`config.mk`:
```
export PLATFORM = sky130hd
export DESIGN_NAME = vliw_decode_latch
export DESIGN_NICKNAME = d
export VERILOG_FILES = /design/src/rtl/vliw_decode_latch.sv
export SDC_FILE = /design/constraint.sdc
export NUM_CORES = 1
export LEC_CHECK = 0
export CAP_MARGIN = 20
export CORE_MARGIN = 1.5
export CORE_UTILIZATION = 35
export DETAILED_ROUTE_END_ITERATION = 12
export PLACE_DENSITY_LB_ADDON = 0.05
export SYNTH_ARGS = -nofsm -noshare
export SYNTH_HDL_FRONTEND = slang
export SYNTH_SLANG_ARGS = --single-unit
```
`constraint.sdc`:
```
create_clock -name clk -period 3.78 [get_ports clk]
set_input_delay 0.945 -clock clk [delete_from_list [all_inputs] [get_ports clk]]
set_output_delay 0.945 -clock clk [all_outputs]
set_load 0.1 [all_outputs]
```
`src/rtl/vliw_decode_latch.sv`:
```
// Decode-side latch for 128-bit VLIW bundles: splits slots, extracts register fields,
// detects load-use hazards against the held bundle and inserts a single bubble per hazard.
module vliw_decode_latch #(
  parameter int NSLOT  = 4,
  parameter int SLOT_W = 32,
  parameter int REG_W  = 6,
  parameter int CNT_W  = 32
) (
  input  logic                    clk,
  input  logic                    rst,
  input  logic                    stall,
  input  logic                    flush,
  input  logic [NSLOT*SLOT_W-1:0] inst,
  output logic                    dec_stall,
  output logic [NSLOT*SLOT_W-1:0] d_inst,
  output logic                    d_valid,
  output logic [NSLOT*REG_W-1:0]  d_rd,
  output logic [NSLOT*REG_W-1:0]  d_rs1,
  output logic [NSLOT*REG_W-1:0]  d_rs2,
  output logic [NSLOT-1:0]        d_ldmask,
  output logic [CNT_W-1:0]        bubble_cnt,
  output logic [CNT_W-1:0]        issue_cnt
);

  localparam int BUN_W = NSLOT * SLOT_W;
  localparam int FLD_W = NSLOT * REG_W;
  localparam logic [CNT_W-1:0] CNT_ONE = 1;

  localparam logic [2:0] OP_ALUR  = 3'b001;
  localparam logic [2:0] OP_LOAD  = 3'b011;
  localparam logic [2:0] OP_STORE = 3'b100;
  localparam logic [2:0] OP_BR    = 3'b101;
  localparam logic [2:0] OP_JUMP  = 3'b111;

  logic [SLOT_W-1:0] w_word;
  logic [2:0]        w_op;
  logic [FLD_W-1:0]  w_rd_pk, w_rs1_pk, w_rs2_pk;
  logic [NSLOT-1:0]  w_ldmask;
  logic [NSLOT-1:0]  w_rs1_use, w_rs2_use;
  logic              w_hazard;

  logic [BUN_W-1:0]  r_inst_p1;
  logic              r_vld_p1;
  logic [FLD_W-1:0]  r_rd_p1, r_rs1_p1, r_rs2_p1;
  logic [NSLOT-1:0]  r_ldmask_p1;
  logic [CNT_W-1:0]  r_bubble_cnt, r_issue_cnt;

  // Stage p0: slot split, field extraction and operand-read classification of the incoming bundle
  always_comb begin
    w_word    = '0;
    w_op      = '0;
    w_rd_pk   = '0;
    w_rs1_pk  = '0;
    w_rs2_pk  = '0;
    w_ldmask  = '0;
    w_rs1_use = '0;
    w_rs2_use = '0;
    for (int s = 0; s < NSLOT; s++) begin
      w_word = inst[BUN_W-1-s*SLOT_W -: SLOT_W];
      w_op   = w_word[2:0];
      w_rd_pk[(NSLOT-s)*REG_W-1 -: REG_W]  = w_word[11:6];
      w_rs1_pk[(NSLOT-s)*REG_W-1 -: REG_W] = w_word[17:12];
      w_rs2_pk[(NSLOT-s)*REG_W-1 -: REG_W] = w_word[23:18];
      w_ldmask[NSLOT-1-s] = (w_op == OP_LOAD);
      if (w_word != '0) begin
        unique case (w_op)
          OP_ALUR, OP_STORE, OP_BR: begin
            w_rs1_use[s] = 1'b1;
            w_rs2_use[s] = 1'b1;
          end
          OP_JUMP: w_rs1_use[s] = w_word[3];
          default: w_rs1_use[s] = 1'b1;
        endcase
      end
    end
  end

  // Any load in the held bundle (rd != r0) feeding any read of the incoming bundle
  always_comb begin
    w_hazard = 1'b0;
    for (int l = 0; l < NSLOT; l++) begin
      if (r_vld_p1 && r_ldmask_p1[NSLOT-1-l] && (r_rd_p1[(NSLOT-l)*REG_W-1 -: REG_W] != '0)) begin
        for (int s = 0; s < NSLOT; s++) begin
          if ((w_rs1_use[s] && (w_rs1_pk[(NSLOT-s)*REG_W-1 -: REG_W] == r_rd_p1[(NSLOT-l)*REG_W-1 -: REG_W])) ||
              (w_rs2_use[s] && (w_rs2_pk[(NSLOT-s)*REG_W-1 -: REG_W] == r_rd_p1[(NSLOT-l)*REG_W-1 -: REG_W])))
            w_hazard = 1'b1;
        end
      end
    end
  end

  assign dec_stall = w_hazard & ~flush & ~rst;

  // Stage p1: decode latch and performance counters
  always_ff @(posedge clk) begin
    if (rst) begin
      r_inst_p1    <= '0;
      r_vld_p1     <= 1'b0;
      r_rd_p1      <= '0;
      r_rs1_p1     <= '0;
      r_rs2_p1     <= '0;
      r_ldmask_p1  <= '0;
      r_bubble_cnt <= '0;
      r_issue_cnt  <= '0;
    end else if (!stall) begin
      if (flush || w_hazard) begin
        r_inst_p1   <= '0;
        r_vld_p1    <= 1'b0;
        r_rd_p1     <= '0;
        r_rs1_p1    <= '0;
        r_rs2_p1    <= '0;
        r_ldmask_p1 <= '0;
        if (!flush) r_bubble_cnt <= r_bubble_cnt + CNT_ONE;
      end else begin
        r_inst_p1   <= inst;
        r_vld_p1    <= 1'b1;
        r_rd_p1     <= w_rd_pk;
        r_rs1_p1    <= w_rs1_pk;
        r_rs2_p1    <= w_rs2_pk;
        r_ldmask_p1 <= w_ldmask;
        r_issue_cnt <= r_issue_cnt + CNT_ONE;
      end
    end
  end

  assign d_inst     = r_inst_p1;
  assign d_valid    = r_vld_p1;
  assign d_rd       = r_rd_p1;
  assign d_rs1      = r_rs1_p1;
  assign d_rs2      = r_rs2_p1;
  assign d_ldmask   = r_ldmask_p1;
  assign bubble_cnt = r_bubble_cnt;
  assign issue_cnt  = r_issue_cnt;

endmodule

```
======== After elaboration in Yosys (flattened, before gate mapping) ========
Cells that the tools add are included.
storage, ports and cells
  bits in registers ....................... 269
  bits in latches ......................... 0
  bits in writable memories ............... 0
  memory bits (read-only) ................. 0
  input port bits ......................... 132
  output and inout bits ................... 270
  word-level logic and storage cells ...... 181
  memories kept ........................... 0
operators by class
  add/subtract/negate cells ............... 2
  $mul .................................... 0
  divide/modulo/power cells ............... 0
  $lt $le $gt $ge ......................... 0
  eq/ne operators ......................... 52
  shift operators ......................... 0
  muxes and demuxes ....................... 42
  bitwise logic cells ..................... 6
  reduce and logical (&&, ||, !) cells .... 71
operators by type and width
  cell                   count
  $eq 6x6->1             32
  $mux 128               1
  $reduce_bool 32->1     4
  $mux 24                3
  $add 32x1->32 const B  2
  $logic_and 1x1->1      40
  $mux 1                 37
  $eq 3x3->1 const B     12
  $reduce_bool 6->1      4
  $logic_or 1x1->1       17
  $eq 3x1->1 const B     4
  $eq 3x2->1 const B     4
  $reduce_or 3->1        4
  $mux 4                 1
  $not 1->1              4
  $reduce_and 3->1       1
  $and 1x1->1            2
  $reduce_and 2->1       1

======== Logic depth before layout (Yosys ltp) ========
Gate-level depths: netlist (run 1).
  depth after elaboration ................. 29
  depth in mapped cells ................... 13
  gate-level depth less buffers ........... 9

======== Least setup slack after synthesis (run 1) ========
No wires, ideal clock.
  path kind ............................... flip-flop to output port
  start point ............................. register d_inst[74] (netlist name)
  end point ............................... output dec_stall
  data arrival time ....................... 4.847 ns
  data required time ...................... 2.835 ns
  path slack .............................. -2.012 ns
  stages on the path, launching flop included .. 9
  buffers on the path ..................... 1
  cell sequence ........................... dfxtp_1 -> buf_2 -> xor2_1 -> nor4_1 -> nand3_1 -> o22ai_1 -> nor4_1 -> a311o_2 -> a311oi_1
RTL lines
  element           RTL line  text
  end: declaration  14        output logic dec_stall,

======== Worst setup path in the final report (run 1) ========
  start point ............................. input inst[98]
  end point ............................... output dec_stall
between the ends
  cells in the longest elaborated chain, start to end .. 28
  elaborated cells on any way between the ends .. 44
  those cells by class .................... eq/ne (4); mux (24); bitwise (2); reduce/logical (14)
RTL lines
  element                                   RTL line  text
  start: declaration                        13        input logic [NSLOT*SLOT_W-1:0] inst,
  $eq 3x1->1 or $eq 3x3->1 (tied branches)  66        unique case (w_op)
  $reduce_or 3->1                           66
  $mux 1                                    66
  $mux 1                                    65        if (w_word != '0) begin
  $logic_and 1x1->1                         85        (w_rs2_use[s] && (w_rs2_pk[(NSLOT-s)*REG_W-1 -: REG_W] == r_rd_p1[(NSLOT-l)*REG_W-1 -: REG_W])))
  $logic_or 1x1->1                          84        if ((w_rs1_use[s] && (w_rs1_pk[(NSLOT-s)*REG_W-1 -: REG_W] == r_rd_p1[(NSLOT-l)*REG_W-1 -: REG_W])) ||
  $mux 1 (4 in a row)                       84
  $mux 1                                    82        if (r_vld_p1 && r_ldmask_p1[NSLOT-1-l] && (r_rd_p1[(NSLOT-l)*REG_W-1 -: REG_W] != '0)) begin
  $mux 1 (4 in a row)                       84
  $mux 1                                    82
  $mux 1 (4 in a row)                       84
  $mux 1                                    82
  $mux 1 (4 in a row)                       84
  $mux 1 (*)                                82
  $and 1x1->1 (*) (2 in a row)              92        assign dec_stall = w_hazard & ~flush & ~rst;
Every way passes the cells marked *; elsewhere a longest branch is shown, timed or not.

==> impl_metrics.csv, run 1 <==
group,metric,value,unit
timing,setup_viol,1,
worst_setup_path,r2r-start,"d_inst[38]$_SDFFE_PP0N_",
timing,rsz0062_at_grt,"true",
placement,dp_hpwl,28.4,mm
power,power_frac_seq,40.0,%
logic_synthesis,synth_top_area_cell,"dfxtp_1",
worst_setup_path,r2r-end,"d_inst[50]$_SDFFE_PP0N_",
hold_path,min_from,"d_inst[32]$_SDFFE_PP0N_",
placement,place_area,15400,um^2
worst_setup_path,cp_top_family,"compound AO/OA/AOI/OAI gates",
logic_synthesis,async_reset_ff_share,0,%
layout,drive_above_1_share,29.8,%
logic_synthesis,yosys-top-cells-area,"dfxtp_1, a22o_1, xor2_1",
layout,antenna_cells,0,
timing,slew_viol_final,0,
drt,dr_total_vias,10671,
worst_setup_path,critPathBufInv,3,
layout,area.growth.synth_to_final,53.7,%
logic_synthesis,syn_area,10800,um^2
drt,drc,0,
worst_setup_path,path_cells,"clkdlybuf4s15_1 > nor4_2 > nand4_1 > o32ai_4 > buf_6 > nor4_4 > nor4_4 > o32a_2 > a311oi_4 > buf_12",
logic_synthesis,synth_top_area_share,36.6,%
die,initial_utilization,35.4,%
logic_synthesis,syn_inst,1180,
layout,final_nets,1744,
placement,gp_congestion,0.862,
layout,final_core_util,54.5,%
run_status,status,"finished with violations",
hold_path,hold_depth,1,
timing,post-route-min-period,3990,ps
timing,slew_headroom,31.5,%
drt,routedWlPerCell,19.5,um
worst_setup_path,cp.depth,10,
worst_setup_path,rr_worst_depth,13,
timing,min_period_over_period,105,%
worst_setup_path,cpMostUsedCell,"nor4_4",
worst_setup_path,critPathKind,"input port to output port",
timing,final-hold-violation-count,0,
hold_path,worstHoldEndpoint,"d_inst[32]$_SDFFE_PP0N_",
logic_synthesis,synth_edf_count,0,
cts,clkLatencyLatePin,450,ps
timing,clock.fmax,251,MHz
power,powerDensity,336,nW/um^2
global_route,grt_pass1_wl,58.9,mm
logic_synthesis,ys_seq_elements,197,
worst_setup_path,worst_setup_path_end_kind,"output port",
flow_run,maxCapViolations,0,
logic_synthesis,avgSynthCellArea,9.14,um^2
timing,tightest_slew,1020,ps
power,peakVddDrop,0.000311,V
run_status,violations,"negative setup slack",
worst_setup_path,reg2reg_slack,580,ps
hold_path,hold_class,"register to register",
drt,ant_nets,0,
worst_setup_path,critPathLaunchType,"input port",
logic_synthesis,synth_top_flop_cell,"dfxtp_1",
placement,portBuffers,401,
cts,cts_sinks,197,
die,die-area,31900,um^2
drt,via_per_inst,5.29,
timing,fin_skew,15.1,ps
power,p_leak,6.56,nW
power,switching_share,35.5,%
power,pwr-share-clk,33.0,%
worst_setup_path,worstPathMaxFanout,3,
timing,tns,-206,ps
logic_synthesis,syn_nets,1314,
global_route,track_usage,24.1,%
power,p_int,3.59,mW
cts,cts_tree,"built",
global_route,grt_pass1_vias,10295,
die,die_x,179,um
drt,wirelength,39.3,mm
cts,cts_hold_buf,0,
power,switchingPower,1.98,mW
die,io_pins,402,
global_route,overflow,0,
global_route,antenna_found_initial,0,
worst_setup_path,required,2830,ps
cts,cts_root_buf,"clkbuf_16",
global_route,grt_max_degree,77,
worst_setup_path,cpPeakStageDelay,370,ps
cts,cts_made_buffers,17,
logic_synthesis,ys_warn_count,0,
worst_setup_path,crit_slowest_cell,"o32a_2",
cts,clkTransAtPathRegs,80,ps
drt,first_iter_violations,503,
cts,cts_max_level,4,
logic_synthesis,synth_commonest_cells,"dfxtp_1, a22o_1, xor2_1",
cts,clock_tree.buffer_depth,2,
logic_synthesis,synth_most_common_cell,"dfxtp_1",
die,dieHeight,179,um
timing,setup_ws,-206,ps
die,coreArea,30400,um^2
worst_setup_path,worstPathArrival,3040,ps
placement,dp_slack,-701,ps
logic_synthesis,synth_cell_type_count,53,
drt,dr.pass1.iters,5,
power,comb_power_share,27.1,%
logic_synthesis,ys_seq_area_share,36.6,%
layout,fin_area,16600,um^2
die,rows,64,
area by class of cell:
| type | count | area [um^2] |
|---|---|---|
| flip-flops and latches | 197 | 3970 |
| repair buffers | 607 | 5330 |
| fillers | 2852 | 13900 |
| clock inverters | 12 | 119 |
| clock buffers | 19 | 453 |
| multi-input cells | 775 | 6170 |
| well taps | 396 | 495 |
| inverters | 12 | 45.0 |
timing repair:
item | in CTS | in global routing
endpoints found under the setup margin | 151 | 73
setup buffers | 36 | 9
resized for setup | 352 | 131
hold endpoints to repair | 0 | 0
pin swaps | 88 | 46
cells by family after synthesis:
family	count (synthesis)	share of synthesized area, %
AOI/OAI and AO/OA	271	19.2
DFF	197	36.6
buffers and inverters	208	11.2
and+or+nand+nor	305	16.8
muxes	2	0.186
xor gates and xnor gates	195	15.8
adders and majority gates	2	0.232
placed cells by master, fill, tap and decap left out, drive strengths merged, types with 3 or more instances in the layout:
| cell type | count |
|---|---|
| clkdlybuf4s50 | 201 |
| o21ai | 35 |
| o31a | 5 |
| or3 | 33 |
| a311oi | 3 |
| and3 | 16 |
| dlymetal6s2s | 3 |
| xor2 | 111 |
| inv | 18 |
| or4 | 18 |
| nand3 | 35 |
| nor4 | 72 |
| o41ai | 4 |
| a22o | 128 |
| a21oi | 53 |
| or2 | 3 |
| dfxtp | 197 |
| xnor2 | 84 |
| nor2 | 25 |
| buf | 319 |
| nand2 | 36 |
| o21a | 8 |
| nor2b | 3 |
| nor3 | 3 |
| nand4 | 51 |
| a21o | 4 |
| o32ai | 5 |
| clkinv | 3 |
| o31ai | 15 |
| and4 | 3 |
| o22ai | 3 |
| dlygate4sd2 | 26 |
| clkdlybuf4s15 | 20 |
| clkbuf | 57 |
| and2 | 4 |
worst register-to-register path, cell delays in order (launching register included):
cell,delay [ps]
dfxtp_1,750
buf_4,260
xnor2_1,120
nand4_1,150
nor4_4,370
nor4_4,100
o32a_2,230
buf_4,140
buf_4,140
nand4_4,100
buf_12,170
nor2_4,80
buf_12,210
a22o_1,270
sequential cells by signal, summed over array words and instances, names as in the netlist:
name	count
bubble_cnt	32
d_inst	128
d_ldmask	4
d_valid	1
issue_cnt	32
power groups by stage:
stage               logic, mW  registers [mW]  clock network [mW]
finish                   1.51            2.23                1.84
CTS                      1.50            2.23                1.89
global route             1.57            2.23                1.96
global placement         1.45            2.27                   0
detailed placement       1.45            2.27                   0
floorplan               0.640            2.62                   0
metal layers:
layer	global-route usage (%)	vias to the layer above	share of wire, %
li1	-	5118	-
met1	31.0	5149	44
met2	41.2	356	49
met3	4.26	48	5.3
met4	6.88	0	1.7
met5	0	-	0
per-stage QoR:
| step | instances | total power, mW | hold slack (ps) |
|---|---|---|---|
| after CTS | 2010 | 5.61 | 486 |
| after global routing | 2018 | 5.77 | 499 |
| after global placement | 1946 | 3.72 | 460 |
| after floorplan | 1180 | 3.26 | 895 |
| final | 2018 | 5.57 | 481 |
| after detailed placement | 1946 | 3.73 | 463 |
worst max-delay path by stage:
| stage | start | end |
|---|---|---|
| floorplan | inst[14] | dec_stall |
| global placement | inst[105] | dec_stall |
| detailed placement | inst[13] | dec_stall |
| CTS | inst[14] | dec_stall |
| global route | inst[37] | dec_stall |
| finish | inst[98] | dec_stall |
(Power assumes the default switching activity.)
==> run 2, diff against run 1 <==
==> constraint.sdc (replaced) <==
create_clock -name clk -period 4.98 [get_ports clk]
set_input_delay 1.245 -clock clk [delete_from_list [all_inputs] [get_ports clk]]
set_output_delay 1.245 -clock clk [all_outputs]
set_load 0.1 [all_outputs]
==> run 2 against run 1 <==
The flow now finishes without violations. Highest routed layer unchanged. Largest cell class unchanged. Critical endpoint unchanged. Global-route usage decreased by 0.46 points. Clock power decreased by 26%. Setup slack improved by 250 ps. Cell area shrank 4.2%. Flip-flop and latch count unchanged. Wire length fell by 0.81%.
==> impl_metrics.csv, run 2 (synthesis gave the netlist of run 1 again) <==
group,metric,value,unit
worst_setup_path,reg2reg_slack,1520,ps
timing,clock.fmax,203,MHz
cts,cts_max_level,4,
die,initial_utilization,35.4,%
worst_setup_path,required,3730,ps
power,power_frac_seq,40.7,%
worst_setup_path,worstPathMaxFanout,5,
drt,dr.pass1.iters,5,
worst_setup_path,worstPathArrival,3690,ps
die,rows,64,
timing,slew_viol_final,0,
global_route,antenna_found_initial,0,
worst_setup_path,path_cells,"clkdlybuf4s50_1 > buf_4 > xnor2_1 > nand4_1 > nor4_2 > nor4_2 > buf_4 > a311o_2 > a311oi_4 > buf_12",
layout,antenna_cells,0,
die,die_x,179,um
die,io_pins,402,
cts,cts_sinks,197,
global_route,grt_max_degree,75,
run_status,status,"finished, final reports clean",
hold_path,hold_class,"register to register",
timing,setup_ws,44.6,ps
drt,first_iter_violations,656,
die,die-area,31900,um^2
drt,routedWlPerCell,20.3,um
timing,slew_headroom,29.9,%
placement,place_area,15000,um^2
worst_setup_path,rr_worst_depth,13,
power,switching_share,36.2,%
worst_setup_path,crit_slowest_cell,"clkdlybuf4s50_1",
worst_setup_path,r2r-start,"d_inst[71]$_SDFFE_PP0N_",
cts,cts_root_buf,"clkbuf_16",
power,p_int,2.65,mW
hold_path,hold_depth,1,
layout,final_cells,1918,
worst_setup_path,cp_top_family,"buffers and inverters",
die,dieHeight,179,um
layout,final_core_util,52.2,%
layout,mostFrequentLayoutCells,"clkdlybuf4s50_1, dfxtp_1, a22o_1",
power,pwr-share-clk,32.9,%
timing,final-hold-violation-count,0,
worst_setup_path,critPathBufInv,4,
cts,cts_hold_buf,0,
placement,dp_hpwl,28.7,mm
drt,dr_total_vias,10228,
layout,fin_area,15900,um^2
timing,fin_skew,17.3,ps
worst_setup_path,r2r-end,"d_inst[91]$_SDFFE_PP0N_",
placement,portBuffers,401,
layout,drive_above_1_share,12.5,%
layout,area.growth.synth_to_final,47.3,%
power,peakVddDrop,0.000235,V
drt,ant_nets,0,
timing,setup_viol,0,
timing,tightest_slew,1050,ps
cts,clock_tree.buffer_depth,2,
worst_setup_path,worst_setup_path_end_kind,"output port",
power,finalPower,4.15,mW
worst_setup_path,critPathKind,"input port to output port",
cts,clkTransAtPathRegs,70,ps
power,switchingPower,1.50,mW
worst_setup_path,cpPeakStageDelay,490,ps
global_route,grt_pass1_vias,9847,
layout,final_common_cell,"clkdlybuf4s50_1",
worst_setup_path,critPathLaunchType,"input port",
timing,min_period_over_period,99.1,%
power,comb_power_share,26.4,%
placement,gp_congestion,0.907,
die,coreArea,30400,um^2
placement,dp_slack,-112,ps
drt,wirelength,39.0,mm
global_route,overflow,0,
hold_path,min_from,"d_inst[98]$_SDFFE_PP0N_",
power,powerDensity,261,nW/um^2
flow_run,maxCapViolations,0,
global_route,grt_pass1_wl,57.7,mm
layout,largest_reg_flops,128,
power,p_leak,5.89,nW
placement,post-place-cells,1882,
drt,via_per_inst,5.33,
cts,clkLatencyLatePin,440,ps
hold_path,worstHoldEndpoint,"d_inst[98]$_SDFFE_PP0N_",
cts,cts_tree,"built",
drt,drc,0,
timing,hold_slack,480,ps
layout,final_nets,1644,
cts,cts_made_buffers,17,
timing,post-route-min-period,4940,ps
timing,tns,0,ps
global_route,track_usage,23.7,%
[run 2: cell types whose count changed in the layout (fill, tap and decap cells not counted), sizes merged]
cell,previous run,this run
buf,319,108
clkinv,3,5
clkdlybuf4s15,20,0
clkdlybuf4s50,201,378
clkbuf,57,19
dlymetal6s2s,3,18
dlygate4sd2,26,3
clkinvlp,2,1
bufinv,1,0
[run 2: cell type report]
class	count	area, um^2
timing repair buffer	507	4940
multi-input combinational	775	5900
fill	2823	14500
tap	396	495
clock buffer	19	443
clock inverter	12	116
inverter	12	45.0
sequential	197	3940
[run 2: how the worst max path moves through the flow]
stage | startpoint | to | slack (ps) | depth (start not counted)
floorplan | inst[15] | dec_stall | 90 | 8
global placement | inst[91] | dec_stall | -130 | 12
detailed placement | inst[91] | dec_stall | -110 | 12
CTS | inst[55] | dec_stall | 4 | 10
global route | inst[68] | dec_stall | -20 | 11
finish | inst[113] | dec_stall | 40 | 10
[run 2: power groups by stage]
stage                     clock network (mW)  registers (mW)  logic, mW
after global placement                     0            1.72       1.07
final                                   1.37            1.69       1.10
after floorplan                            0            1.99      0.481
after detailed placement                   0            1.72       1.08
after CTS                               1.41            1.69       1.08
after global routing                    1.46            1.69       1.14
[run 2: repair_timing]
| action | 4_1_cts | 5_1_grt |
|---|---|---|
| endpoints found under the hold margin | 0 | 0 |
| gates resized for setup | 11 | 50 |
| setup buffers | 0 | 4 |
| pin swaps | 3 | 23 |
| endpoints found under the setup margin | 1 | 1 |
[run 2: per-layer routing]
metal	track usage (%)	up-vias	wire, um
li1	-	4896	-
met1	30.8	4959	17000
met2	40.5	341	19300
met3	3.99	32	2090
met4	5.80	0	554
met5	0	-	0
[run 2: worst reg2reg max path, cell delays in order, from the launching register on]
cell	delay [ps]
dfxtp_1	820
buf_4	270
xnor2_1	120
nand4_1	140
nor4_2	350
nor4_2	100
buf_4	150
a311o_2	340
buf_4	160
nand4_4	100
buf_4	200
nor2_4	70
buf_12	230
a22o_1	300
==> run 3, diff against run 2 <==
--- a/config.mk
+++ b/config.mk
@@ -6,9 +6,9 @@
 export NUM_CORES = 1
 export LEC_CHECK = 0
 export CAP_MARGIN = 20
-export CORE_MARGIN = 1.5
-export CORE_UTILIZATION = 35
+export CORE_AREA = 2 2 156 158
 export DETAILED_ROUTE_END_ITERATION = 12
+export DIE_AREA = 0 0 158 160
 export PLACE_DENSITY_LB_ADDON = 0.05
 export SYNTH_ARGS = -nofsm -noshare
 export SYNTH_HDL_FRONTEND = slang
==> run 3 against run 2 <==
Global-route usage is 4.4 points higher. Sequential power is essentially flat. First-iteration DRC count rose by 5.2%. Non-clock buffer count shrank 22. Critical path type unchanged. Highest routed layer unchanged.
==> impl_metrics.csv, run 3 (synthesis gave the netlist of run 1 again) <==
group,metric,value,unit
run_status,status,"finished, final reports clean",
timing,fin_skew,15.7,ps
cts,cts_root_buf,"clkbuf_16",
power,peakVddDrop,0.000195,V
timing,post-route-min-period,4930,ps
global_route,grt_pass1_wl,55.7,mm
drt,routedWlPerCell,20.2,um
timing,tightest_slew,1070,ps
drt,wirelength,36.8,mm
worst_setup_path,critPathLaunchType,"input port",
placement,post-place-cells,1791,
layout,final_nets,1622,
cts,cts_tree,"built",
placement,portBuffers,401,
layout,final_cells,1825,
hold_path,hold_class,"register to register",
global_route,track_usage,28.1,%
timing,slew_headroom,28.2,%
drt,ant_nets,0,
layout,antenna_cells,0,
power,p_leak,5.74,nW
timing,setup_viol,0,
cts,cts_hold_buf,0,
cts,cts_max_level,4,
cts,clkTransAtPathRegs,70,ps
timing,clock.fmax,203,MHz
die,die_x,158,um
placement,dp_hpwl,26.8,mm
die,io_pins,402,
layout,drive_above_1_share,11.3,%
drt,via_per_inst,5.64,
worst_setup_path,critPathKind,"input port to output port",
layout,largest_reg_flops,128,
cts,cts_sinks,197,
worst_setup_path,worst_setup_path_end_kind,"output port",
die,dieHeight,160,um
layout,mostFrequentLayoutCells,"clkdlybuf4s50_1, dfxtp_1, a22o_1",
flow_run,maxCapViolations,0,
cts,cts_made_buffers,17,
die,coreArea,23800,um^2
layout,area.growth.synth_to_final,44.5,%
power,finalPower,4.13,mW
global_route,grt_pass1_vias,9831,
global_route,grt_max_degree,73,
timing,final-hold-violation-count,0,
cts,clock_tree.buffer_depth,2,
die,die-area,25300,um^2
worst_setup_path,worstPathMaxFanout,4,
die,rows,57,
drt,drc,0,
worst_setup_path,required,3730,ps
timing,slew_viol_final,0,
layout,final_common_cell,"clkdlybuf4s50_1",
power,powerDensity,265,nW/um^2
global_route,overflow,0,
global_route,antenna_found_initial,0,
placement,gp_congestion,0.894,
timing,min_period_over_period,98.9,%
drt,dr.pass1.iters,5,
die,initial_utilization,45.3,%
drt,dr_total_vias,10284,
worst_setup_path,worstPathArrival,3680,ps
cts,clkLatencyLatePin,440,ps
drt,first_iter_violations,690,
-- run 3: changes by cell type in the layout (fill, tap and decap cells not counted), sizes merged --
cell / before / now
buf: 108 / 86
clkinvlp: 1 / 0
dlymetal6s2s: 18 / 16
clkbuf: 19 / 18
inv: 18 / 21
clkdlybuf4s50: 378 / 380
-- run 3: path summary, 6_finish.rpt --
check | to | from | slack [ps] | cells past startpoint
setup / recovery | dec_stall | inst[18] | 50 | 11
hold / removal | d_inst[99]$_SDFFE_PP0N_ | d_inst[99]$_SDFFE_PP0N_ | 480 | 1
setup reg to reg | bubble_cnt[23]$_SDFFE_PP0P_ | d_inst[74]$_SDFFE_PP0N_ | 1460 | 11
hold reg to reg | d_inst[99]$_SDFFE_PP0N_ | d_inst[99]$_SDFFE_PP0N_ | 480 | 1
-- run 3: where the power goes --
group          switching, mW  internal (mW)  total [mW]
Sequential            0.0707           1.62        1.69
Combinational          0.733          0.350        1.08
Clock                  0.691          0.669        1.36
-- run 3: per-stage QoR --
stage,cell area (um^2),TNS [ps],hold slack [ps],setup WS (ps),util [%]
6_report,15600,0,480,53.4,65.4
4_1_cts,15400,0,485,7.30,64.5
5_1_grt,15600,-1.45,493,-1.45,65.4
3_5_place_dp,14700,-101,463,-101,61.9
3_3_place_gp,14700,-153,460,-153,61.9
2_1_floorplan,10800,0,895,93.2,-
-- run 3: layer usage --
| metal | GRT usage, % | part of all wire (%) | vias up |
|---|---|---|---|
| met1 | 36.1 | 42 | 4978 |
| met2 | 48.0 | 50 | 391 |
| met3 | 5.51 | 6.3 | 56 |
| met5 | 0 | 0 | - |
| met4 | 7.49 | 2.1 | 0 |
| li1 | - | - | 4859 |
-- run 3: critical path, stage by stage --
cell and delay [ps]:
clkdlybuf4s50_1 510, buf_4 210, xor2_1 140, nor4_2 170, nand4_1 140, nand4_1 150, nor4_2 70, buf_4 140
a311o_2 340, a311oi_4 340, buf_12 220
-- run 3: what timing repair did --
| action | in CTS | in global routing |
|---|---|---|
| pin swaps | 2 | 14 |
| endpoints found under the setup margin | 1 | 1 |
| buffers inserted | 0 | 1 |
| gates resized for setup | 12 | 39 |
-- run 3: layout make-up --
type	count	area, um^2
multi-input combinational	775	5870
clock buffer	18	429
sequential	197	3940
clock inverter	14	138
tap	324	405
fill	2061	8240
timing repair buffer	485	4740
inverter	12	45.0
